[config.mk]
export PLATFORM = sky130hd
export DESIGN_NAME = bsg_channel_widen
export DESIGN_NICKNAME = d
export VERILOG_FILES = /design/src/rtl/bsg_channel_widen.sv
export SDC_FILE = /design/constraint.sdc
export NUM_CORES = 1
export LEC_CHECK = 0
export BUFFER_PORTS_ARGS = -buffer_cell sky130_fd_sc_hd__clkbuf_2
export CAP_MARGIN = 20
export CORE_UTILIZATION = 46
export CTS_CLUSTER_SIZE = 12
export DETAILED_ROUTE_END_ITERATION = 7
export GPL_ROUTABILITY_DRIVEN = 0
export PLACE_DENSITY = 0.76
export REMOVE_ABC_BUFFERS = 1
export SLEW_MARGIN = 5
export SYNTH_ARGS = -nofsm -noshare
export SYNTH_HDL_FRONTEND = slang
export SYNTH_SLANG_ARGS = --single-unit
export TNS_END_PERCENT = 30
[constraint.sdc]
create_clock -name clk_i -period 1.2 [get_ports clk_i]
set_input_delay 0.12 -clock clk_i [delete_from_list [all_inputs] [get_ports clk_i]]
set_output_delay 0.12 -clock clk_i [all_outputs]
set_load 0.03 [all_outputs]
[src/rtl/bsg_channel_widen.sv]
`default_nettype none
// ============================================================================
// Module   : bsg_channel_widen
// Purpose  : Assembles ratio_p narrow valid/ready words into one wide
//            valid/yumi word, first word in the least-significant slice.
// Revision : 1.0 - initial release
// ============================================================================
module bsg_channel_widen #(
    parameter int width_in_p = 8,
    parameter int ratio_p    = 2
) (
    input  logic                          clk_i,
    input  logic                          reset_i,
    input  logic [width_in_p-1:0]         data_i,
    input  logic                          v_i,
    output logic                          ready_o,
    output logic [width_in_p*ratio_p-1:0] data_o,
    output logic                          v_o,
    input  logic                          yumi_i
);

    localparam int c_width_out = width_in_p * ratio_p;
    localparam int c_cnt_w     = (ratio_p > 1) ? $clog2(ratio_p) : 1;

    logic                   r_full;
    logic [c_width_out-1:0] r_data;
    logic [c_cnt_w-1:0]     w_count;
    logic                   w_last;
    logic                   w_accept;

    // yumi_i feeds ready_o combinationally so a full buffer can refill in the
    // same cycle it drains.
    assign ready_o  = ~r_full | yumi_i;
    assign w_accept = v_i & ready_o;
    assign v_o      = r_full;
    assign data_o   = r_data;

    generate
        if (ratio_p == 1) begin : g_single
            assign w_count = '0;
            assign w_last  = 1'b1;
        end else begin : g_multi
            logic [c_cnt_w-1:0] r_count;

            always_ff @(posedge clk_i) begin
                if (reset_i) begin
                    r_count <= '0;
                end else if (w_accept) begin
                    if (w_last) begin
                        r_count <= '0;
                    end else begin
                        r_count <= r_count + 1'b1;
                    end
                end
            end

            assign w_count = r_count;
            assign w_last  = (r_count == c_cnt_w'(ratio_p - 1));
        end
    endgenerate

    // Completing a word wins over a same-cycle yumi so the new word stays valid.
    always_ff @(posedge clk_i) begin
        if (reset_i) begin
            r_full <= 1'b0;
        end else if (w_accept && w_last) begin
            r_full <= 1'b1;
        end else if (yumi_i) begin
            r_full <= 1'b0;
        end
    end

    generate
        for (genvar gi = 0; gi < ratio_p; gi++) begin : g_slice
            always_ff @(posedge clk_i) begin
                if (reset_i) begin
                    r_data[gi*width_in_p +: width_in_p] <= '0;
                end else if (w_accept && (w_count == c_cnt_w'(gi))) begin
                    r_data[gi*width_in_p +: width_in_p] <= data_i;
                end
            end
        end
    endgenerate

`ifndef SYNTHESIS
    always_ff @(posedge clk_i) begin
        if (!reset_i) begin
            assert (!(yumi_i && !r_full))
                else $error("bsg_channel_widen: yumi_i asserted while v_o is low");
        end
    end
`endif

endmodule
`default_nettype wire

==> run metrics, run 1 <==
status finished, final reports clean; syn_area_per_cell 9.77 sq um; PortBufs 29; H-tree depth 1; # hold bufs at CTS 0; wire per inst 11.5 um; HP Class in2reg; first-pass detailed-route iteration total 4; Die Y about 43 um; synth unique cells 14; total clock sinks 18; area grow syn2layout 25.4%; clock insertion delay at the later pin of the skew report 290 ps; crit share post-route 95.0%; Yosys reg bits 18; max_cap viols 0; min Tclk post-route 1140 ps; Worst Max-Slew Pin Slew 395 ps; Register Area 362 sq um; DRC 0; crit path kind reg2out; Seq/Total Area, Yosys 46.7%; io pins 30; WL final 1450 um; Starting Density 50.1%; Die X 43.0 um; static leakage around 0.47 nW; Fmax achieved just under 900 MHz; YS warnings 0; CTS tree yes; n_diodes 0; initial DRC count 10; cell area after synthesis 772 sq um; dpl cells 121; Rel. slew slack 73.6%; die area 0.00185 sq mm; grt ovf 0; Filler cells around 150; share of post-route cells with drive strength above 1 36.4%; largest net degree at the start of global routing 27; GR Util All Layers between 15 and 20%; kind of start point of the critical path register; CTS root buf clkbuf_4; PD cells between 1000 and 1500 mW/mm^2; Critical Path RT 1080 ps; nets@finish 123; CTS Buf Count 3; vias around 640; Worst EP arrival 1020 ps; multi-input logic area 369 sq um; post-route insts no fill 126; reg-to-reg slack, setup about 90 ps; Synth Instances 79; clk slew on worst S/H paths 100 ps; first-pass GRT wire length 2410 um; Routed Antenna Nets 0; WHS 79.5 ps; crit-path max FO 3; # rows 14; Via density 5.05; Pins Over Slew Limit 0; Final Setup Violations 0; vias in the first global route 589; Setup crit end kind output port; RSZ-0062 raised after global routing false; total power 1.22 mW; Max VDD drop roughly 0.84 mV; Clock Skews 3.74 ps; Final Hold Viols 0; CORE AREA 0.00154 sq mm; clk buf depth 2; initial antenna violation count 0
==> cells in the mapped netlist <==
cell type  number  share of area (%)
inv_1           1               0.49
o21ai_0         9                5.8
nor2b_1         8                6.5
nand2b_4        1                1.8
clkbuf_1        2               0.97
buf_6           2                2.9
clkinv_4        1                1.1
nand3_2         1                1.3
nor2b_4         1                1.8
dfxtp_1        18                 47
nand2b_1       17                 14
a21oi_1         2                1.3
o21ai_1         8                5.2
mux2i_1         8                 10
==> layer usage <==
layer / vias to the layer above / GRT usage (%) / part of all wire [%]
met3: 2 / 2.55 / 4.5
li1: 327 / - / -
met5: - / 0 / 0
met1: 285 / 20.6 / 46
met2: 22 / 29.7 / 49
met4: 0 / 9.09 / 0.55
==> registers in the layout, summed over array words and instances (netlist names) <==
signal           flops
g_multi.r_count      1
data_o              16
v_o                  1
==> through the flow <==
step	area, sq um	TNS, ps	util [%]	setup slack [ps]
after floorplan	742	-2020	-	-200
after global placement	915	0	59.3	107
after detailed placement	915	0	59.3	75.9
after CTS	960	0	62.3	17.0
after global routing	968	0	62.8	20.7
final	968	0	62.8	59.6
==> cell families after synthesis <==
| kind of cell | count (synthesis) | synth area share [%] |
|---|---|---|
| AND/OR/NAND/NOR | 28 | 25.1 |
| AO/OA/AOI/OAI | 19 | 12.3 |
| flip-flops | 18 | 46.7 |
| multiplexers | 8 | 10.4 |
| buffers and inverters | 6 | 5.51 |
==> worst max-delay path: stages, from the launching register on <==
cell and delay, ps:
dfxtp_2 330, nor2b_4 170, clkinv_4 70, clkbuf_8 160
==> power breakdown <==
group	internal (mW)	total (mW)	switching, mW	leakage, nW
Combinational	0.0796	0.213	0.133	0.306
Sequential	0.631	0.646	0.0156	0.148
Clock	0.185	0.362	0.177	0.0210
==> path summary, 6_finish.rpt <==
check | start | to | cells after the start
max | v_o$_SDFFE_PP0P_ | ready_o | 3
max reg2reg | v_o$_SDFFE_PP0P_ | data_o[14]$_SDFFE_PP0P_ | 4
min reg2reg | data_o[9]$_SDFFE_PP0P_ | data_o[9]$_SDFFE_PP0P_ | 2
min | data_i[1] | data_o[1]$_SDFFE_PP0P_ | 3
==> what timing repair did <==
| item | 4_1_cts | 5_1_grt |
|---|---|---|
| setup buffers | 0 | 1 |
| gates resized for setup | 2 | 1 |
| setup endpoints to repair | 1 | 4 |
==> area by class of cell <==
| class | instances | area share [%] |
|---|---|---|
| multi-input combinational | 55 | 38.1 |
| sequential | 18 | 37.3 |
| timing repair buffer | 31 | 17.4 |
| clock buffer | 4 | 3.75 |
| tap | 16 | 2.07 |
| inverter | 2 | 1.29 |
==> layout by cell type, fill, tap and decap left out <==
cell type / count
nor2b_1: 8
a21oi_1: 2
clkbuf_8: 2
clkinv_4: 1
nand3_2: 1
clkbuf_4: 3
inv_1: 1
nand2b_4: 1
o21ai_1: 8
mux2i_1: 8
nand2b_1: 17
dfxtp_1: 17
clkbuf_2: 28
o21ai_0: 9
buf_4: 2
nor2b_4: 1
dfxtp_2: 1
Note: power is estimated with default switching activity, not from simulation.
==> inputs of run 2 (changes only) <==
Settings changed: ABC_AREA from default to 1, CELL_PAD_IN_SITES_DETAIL_PLACEMENT from default to 1, CELL_PAD_IN_SITES_GLOBAL_PLACEMENT from default to 1, CORE_UTILIZATION 46 to 33, PLACE_DENSITY 0.76 to default, PLACE_DENSITY_LB_ADDON from default to 0.1.
==> run 2 against run 1 <==
Sequential power increased by 3.9%. Synthesized area increased by 20%. Sequential share of layout area decreased by 4.8 points. Clock skew increased by 0.64 ps. Cell area increased by 16%. Worst hold slack improved by 80 ps. Wire length increased by 46%. Non-clock buffer count unchanged. Maximum frequency increased by 1.0%. Highest routed layer unchanged.
==> run metrics, run 2 <==
YS warnings 0 (unchanged); io pins 30 (unchanged); cell area after synthesis 923 sq um (+20%); crit-path leading delay family flip-flops; first-pass GRT wire length 3650 um (+52%); Die X 54.9 um (+28%); total clock sinks 18 (unchanged); Rel. slew slack 72.8% (-0.81 points); Clock Skews 4.38 ps (+0.640 ps); Fmax achieved 886 MHz (+1.0%); crit-path max FO 11 (+8); wire per inst 10.6 um (-7.8%); Die Y 54.9 um (+28%); CTS Buf Count 3 (unchanged); max reg flops 16 (unchanged); CORE AREA 0.00257 sq mm (+67%); nets@finish 183 (+49%); most frequent cells in the layout inv_1, nand2_1, clkbuf_2; first-pass detailed-route iteration total 5 (+1); vias in the first global route 833 (+41%); grt ovf 0 (unchanged); Post-synth top cells inv_1, nand2_1, dfxtp_1; Final Setup Violations 0 (unchanged); RSZ-0062 raised after global routing false; async set-reset flop share out of synthesis 0% (unchanged); Final Hold Viols 0 (unchanged); Yosys reg bits 18 (unchanged); synth unique cells 14 (unchanged); initial antenna violation count 0 (unchanged); PD cells 1260 mW/mm^2 (+0.15%); DRC 0 (unchanged); n_diodes 0 (unchanged); kind of start point of the critical path register; Via density 4.38 (-13%); clk slew on worst S/H paths 110 ps (about the same); Worst Max-Slew Pin Slew 407 ps (+12.2 ps); Critical Path RT 1080 ps (about the same); hpwl dp roughly 1500 um; vias 876 (+38%); WL final 2120 um (+46%); PortBufs 29 (unchanged); Starting Density 36.0% (-14 points); crit path kind reg2out; Seq/Total Area, Yosys 39.0% (-7.7 points); Yosys top cell area share 39.0% (-7.7 points); min Tclk post-route 1130 ps (-11.8 ps); largest cells by area after synthesis dfxtp_1, inv_1, nand2_1, nand4_1, nor2_1; Routed Antenna Nets 0 (unchanged); Synth Instances 140 (+77%); clock insertion delay at the later pin of the skew report 300 ps (about the same); area leader, netlist dfxtp_1; area grow syn2layout 21.1%; post-CTS setup buffers 0 (unchanged); Max VDD drop 0.586 mV (-30%); clk buf depth 2 (unchanged); share of post-route cells with drive strength above 1 27.1% (-9.3 points); HP Class in2reg; Critical Path, Cell by Cell nand2_4 > buf_4; initial DRC count 18 (+8); die area 0.00301 sq mm (+63%); static leakage 0.665 nW (+40%); CTS root buf clkbuf_4; dominant synthesized flop cell dfxtp_1; CP max stage cell dfxtp_4; largest net degree at the start of global routing 20 (-26%); status finished, final reports clean; CTS tree yes; number of synthesized flops with an enable pin 0 (unchanged); Setup crit end kind output port; GR Util All Layers 17.0% (-0.25 points); max_cap viols 0 (unchanged); # rows 18 (+4); Worst EP arrival 1010 ps (about the same); WHS 160 ps (+80.1 ps); CP max stage delay 380 ps (+50 ps); H-tree depth 1 (unchanged); crit share post-route 94.1% (-0.98 points); setup TNS 0 ps (unchanged); Pins Over Slew Limit 0 (unchanged); Buf/Inv on CP 1 (-1); syn_area_per_cell 6.60 sq um (-33%)
run 2: cell types whose count changed after synthesis, sizes merged, moves of 4 or more:
cell / delta
nand4: +16
nand2b: -18
mux2i: -8
inv: +40
nor2: +17
nor2b: -9
o21ai: -17
nand2: +36
buf: +4
run 2: kinds of logic (layout without fill, tap and decap cells):
kind of cell           count (synthesis)  after routing  synth area share (%)
and+or+nand+nor                       71             72                  37.0
buffers and inverters                 50             79                  23.4
DFF                                   18             18                  39.0
AOI/OAI and AO/OA                      1              1                 0.541
run 2: through the flow:
stage	power [mW]	utilization (%)	instances	setup WS [ps]	area, sq um
floorplan	0.927	-	134	11.9	872
global placement	1.03	41.7	195	231	1070
detailed placement	1.04	41.7	195	180	1070
CTS	1.44	43.5	200	43.4	1120
global route	1.51	43.6	200	21.3	1120
finish	1.41	43.6	200	71.4	1120
run 2: where the power goes:
part	switching, mW	leakage [nW]	internal, mW	total, mW
Clock	0.203	0.0210	0.185	0.388
Sequential	0.0273	0.149	0.643	0.671
Combinational	0.242	0.495	0.112	0.354
Total	0.472	0.665	0.940	1.41
run 2: worst register-to-register path: cells and delay by family (launching register included):
kind | cells | cell delay, ps
buffers and inverters | 2 | 230
flip-flops | 1 | 380
AND/OR/NAND/NOR | 3 | 330
run 2: worst paths after layout:
check,slack (ps),to,start,cells past startpoint
max,70,ready_o,v_o$_SDFFE_PP0P_,2
max reg2reg,230,data_o[1]$_SDFFE_PP0P_,g_multi.r_count$_SDFFE_PP0N_,5
min reg2reg,520,data_o[5]$_SDFFE_PP0P_,data_o[5]$_SDFFE_PP0P_,4
min,160,data_o[6]$_SDFFE_PP0P_,data_i[6],5
run 2: cell type report:
class / instances / area, sq um
multi-input combinational: 73 / 353
fill: 355 / 1450
timing repair buffer: 31 / 163
clock buffer: 4 / 36.3
sequential: 18 / 364
tap: 30 / 37.5
inverter: 44 / 165
run 2: timing repair:
item,CTS,global route
hold buffers,0,0
setup endpoints to repair,1,1
cloned,1,0
gates resized for setup,2,2
pin swaps,1,0
run 2: per-layer routing:
| metal | vias to the layer above | routed length, um | part of all wire, % | track usage, % |
|---|---|---|---|---|
| met5 | - | 0 | 0 | 0 |
| met3 | 2 | 63 | 3.0 | 2.46 |
| met4 | 0 | 19 | 0.89 | 8.75 |
| met1 | 392 | 933 | 44 | 19.9 |
| met2 | 14 | 1110 | 52 | 29.9 |
| li1 | 468 | - | - | - |
==> inputs of run 3 (changes only) <==
Settings changed: CORE_ASPECT_RATIO from default to 0.8, CORE_UTILIZATION 33 to 36.
Clock period 1.2 ns to 1.36 ns, I/O delays scaled along.
==> run 3 against run 2 <==
Critical path depth unchanged. Clock power fell by 12%. Power down 12%. Sequential cell count stayed put. Critical path type unchanged.
==> run metrics, run 3 (synthesis gave the netlist of run 2 again) <==
area grow syn2layout 19.8%; kind of start point of the critical path register; min Tclk post-route 1260 ps; post-CTS setup buffers 0 (unchanged); R2R Path End data_o[3]$_SDFFE_PP0P_; fin worst setup slack 96.2 ps (+24.8 ps); CP max stage cell dfxtp_1; Critical Path RT 1220 ps (+140 ps); CTS Buf Count 3 (unchanged); WHS Path Cells 5 (unchanged); Clock Skews 3.57 ps (-0.805 ps); Setup crit end kind output port; Pins Over Slew Limit 0 (unchanged); Via density 4.31 (-1.6%); CTS root buf clkbuf_4; reg-to-reg slack, setup 270 ps (+40 ps); Final Cell Area 0.00111 sq mm (-1.1%); DR WL met3 102 um (+62%); worst r2r path cells 5 (unchanged); first-pass detailed-route iteration total 4 (-1); HP Class in2reg; dpl cells 200 (+2.6%); Max VDD drop 0.585 mV (about the same); crit-path max FO 21 (+10); clock insertion delay at the later pin of the skew report 300 ps (about the same); max_cap viols 0 (unchanged); H-tree depth 1 (unchanged); WL final 1980 um (-7.0%); Max Used Layer met4; combinational power share 24.6% (-0.5 points); Final Hold Viols 0 (unchanged); Flop pwr share 47.7% (+0.2 points); Starting Density 37.8% (+1.8 points); GR Util All Layers 15.9% (-1.1 points); grt ovf 0 (unchanged); wire per inst 9.69 um (-8.8%); clk slew on worst S/H paths 110 ps (about the same); DRC 0 (unchanged); RSZ-0062 raised after global routing false; Worst Max-Slew Pin Slew 434 ps (+26.5 ps); Critical Path, Cell by Cell nand2_4 > clkbuf_2; Crit Reg-Reg Startpoint g_multi.r_count$_SDFFE_PP0N_; first-pass GRT wire length 3180 um (-13%); PD cells 1120 mW/mm^2 (-11%); DR WL met2 915 um (-17%); nets@finish 181 (-1.1%); # hold bufs at CTS 0 (unchanged); Clk pwr share 27.6% (about the same); # rows 16 (-2); n_diodes 0 (unchanged); hold path start data_i[1]; crit share post-route ~93%; Net Sw Power 413 uW (-13%); hpwl dp 1470 um (-5.1%); status finished, final reports clean; crit-path leading delay family flip-flops; CORE AREA 0.00244 sq mm (-4.9%); Rel. slew slack 70.9% (-1.9 points); Fmax achieved 791 MHz; CP max stage delay 350 ps (-30 ps); Final Setup Violations 0 (unchanged); initial DRC count 24 (+6); most frequent cells in the layout inv_1, nand2_1, clkbuf_2; total clock sinks 18 (unchanged); vias 879 (+0.34%); initial antenna violation count 0 (unchanged); crit path kind reg2out; Die X 58.6 um (+6.8%); largest net degree at the start of global routing 22 (+10%); Power Internal 828 uW (-12%); max reg flops 16 (unchanged); vias in the first global route 774 (-7.1%); die area 0.00277 sq mm (-8.0%); wire length on met1 933 um (unchanged); Placed Area 0.00107 sq mm (unchanged); PortBufs 29 (unchanged); static leakage 0.658 nW (-1.1%); setup TNS 0 ps (unchanged); post-route insts no fill 204 (+2.0%); WHS Endpoint data_o[9]$_SDFFE_PP0P_; pre-CTS setup slack 305 ps (+124 ps); Buf/Inv on CP 1 (unchanged); Final Core Density 45.3% (+1.7 points); CTS tree yes; clk buf depth 2 (unchanged); io pins 30 (unchanged); cts repair resizes 0 (-2); Die Y 47.3 um (-14%); Worst EP arrival 1130 ps (+120 ps); Routed Antenna Nets 0 (unchanged); Switching Share 33.3% (-0.15 points); share of post-route cells with drive strength above 1 25.6% (-1.5 points)
[run 3: cell types whose count changed in the layout (fill, tap and decap cells not counted)]
cell      delta
dfxtp_1      +1
clkbuf_2     +1
buf_4        -2
dfxtp_4      -1
nand2_2      -1
[run 3: per-layer routing]
layer  vias up  global-route usage (%)
met3         4                    6.06
met2        21                    27.4
li1        465                       -
met4         0                    5.71
met1       389                    18.6
met5         -                       0
[run 3: cell type report]
| cell class | instances | area [sq um] |
|---|---|---|
| repair buffers | 30 | 153 |
| inverters | 44 | 165 |
| well taps | 36 | 45.0 |
| fillers | 343 | 1340 |
| clock buffers | 4 | 36.3 |
| multi-input cells | 72 | 347 |
| flip-flops and latches | 18 | 360 |
[run 3: worst max-delay path by stage]
stage,from,to,slack (ps),cells past startpoint
floorplan,v_o$_SDFFE_PP0P_,v_o$_SDFFE_PP0P_,170,5
global placement,g_multi.r_count$_SDFFE_PP0N_,data_o[3]$_SDFFE_PP0P_,360,5
detailed placement,g_multi.r_count$_SDFFE_PP0N_,data_o[2]$_SDFFE_PP0P_,300,5
CTS,v_o$_SDFFE_PP0P_,ready_o,70,2
global route,v_o$_SDFFE_PP0P_,ready_o,20,2
finish,v_o$_SDFFE_PP0P_,ready_o,100,2
[run 3: power groups by stage]
stage	Clock, mW	Combinational (mW)	Sequential, mW
after floorplan	0	0.135	0.683
after global placement	0	0.302	0.602
after detailed placement	0	0.308	0.606
after CTS	0.363	0.311	0.594
after global routing	0.380	0.343	0.599
final	0.343	0.306	0.593
[run 3: through the flow]
stage | total power, mW | hold slack [ps]
global route | 1.32 | 191
global placement | 0.904 | 496
finish | 1.24 | 176
CTS | 1.27 | 177
floorplan | 0.818 | 296
detailed placement | 0.914 | 500
[run 3: worst register-to-register path: stages, from the launching register on]
cell	delay, ps
dfxtp_1	510
inv_2	160
nand3_4	160
nand2_1	80
inv_2	50
nor2_1	40
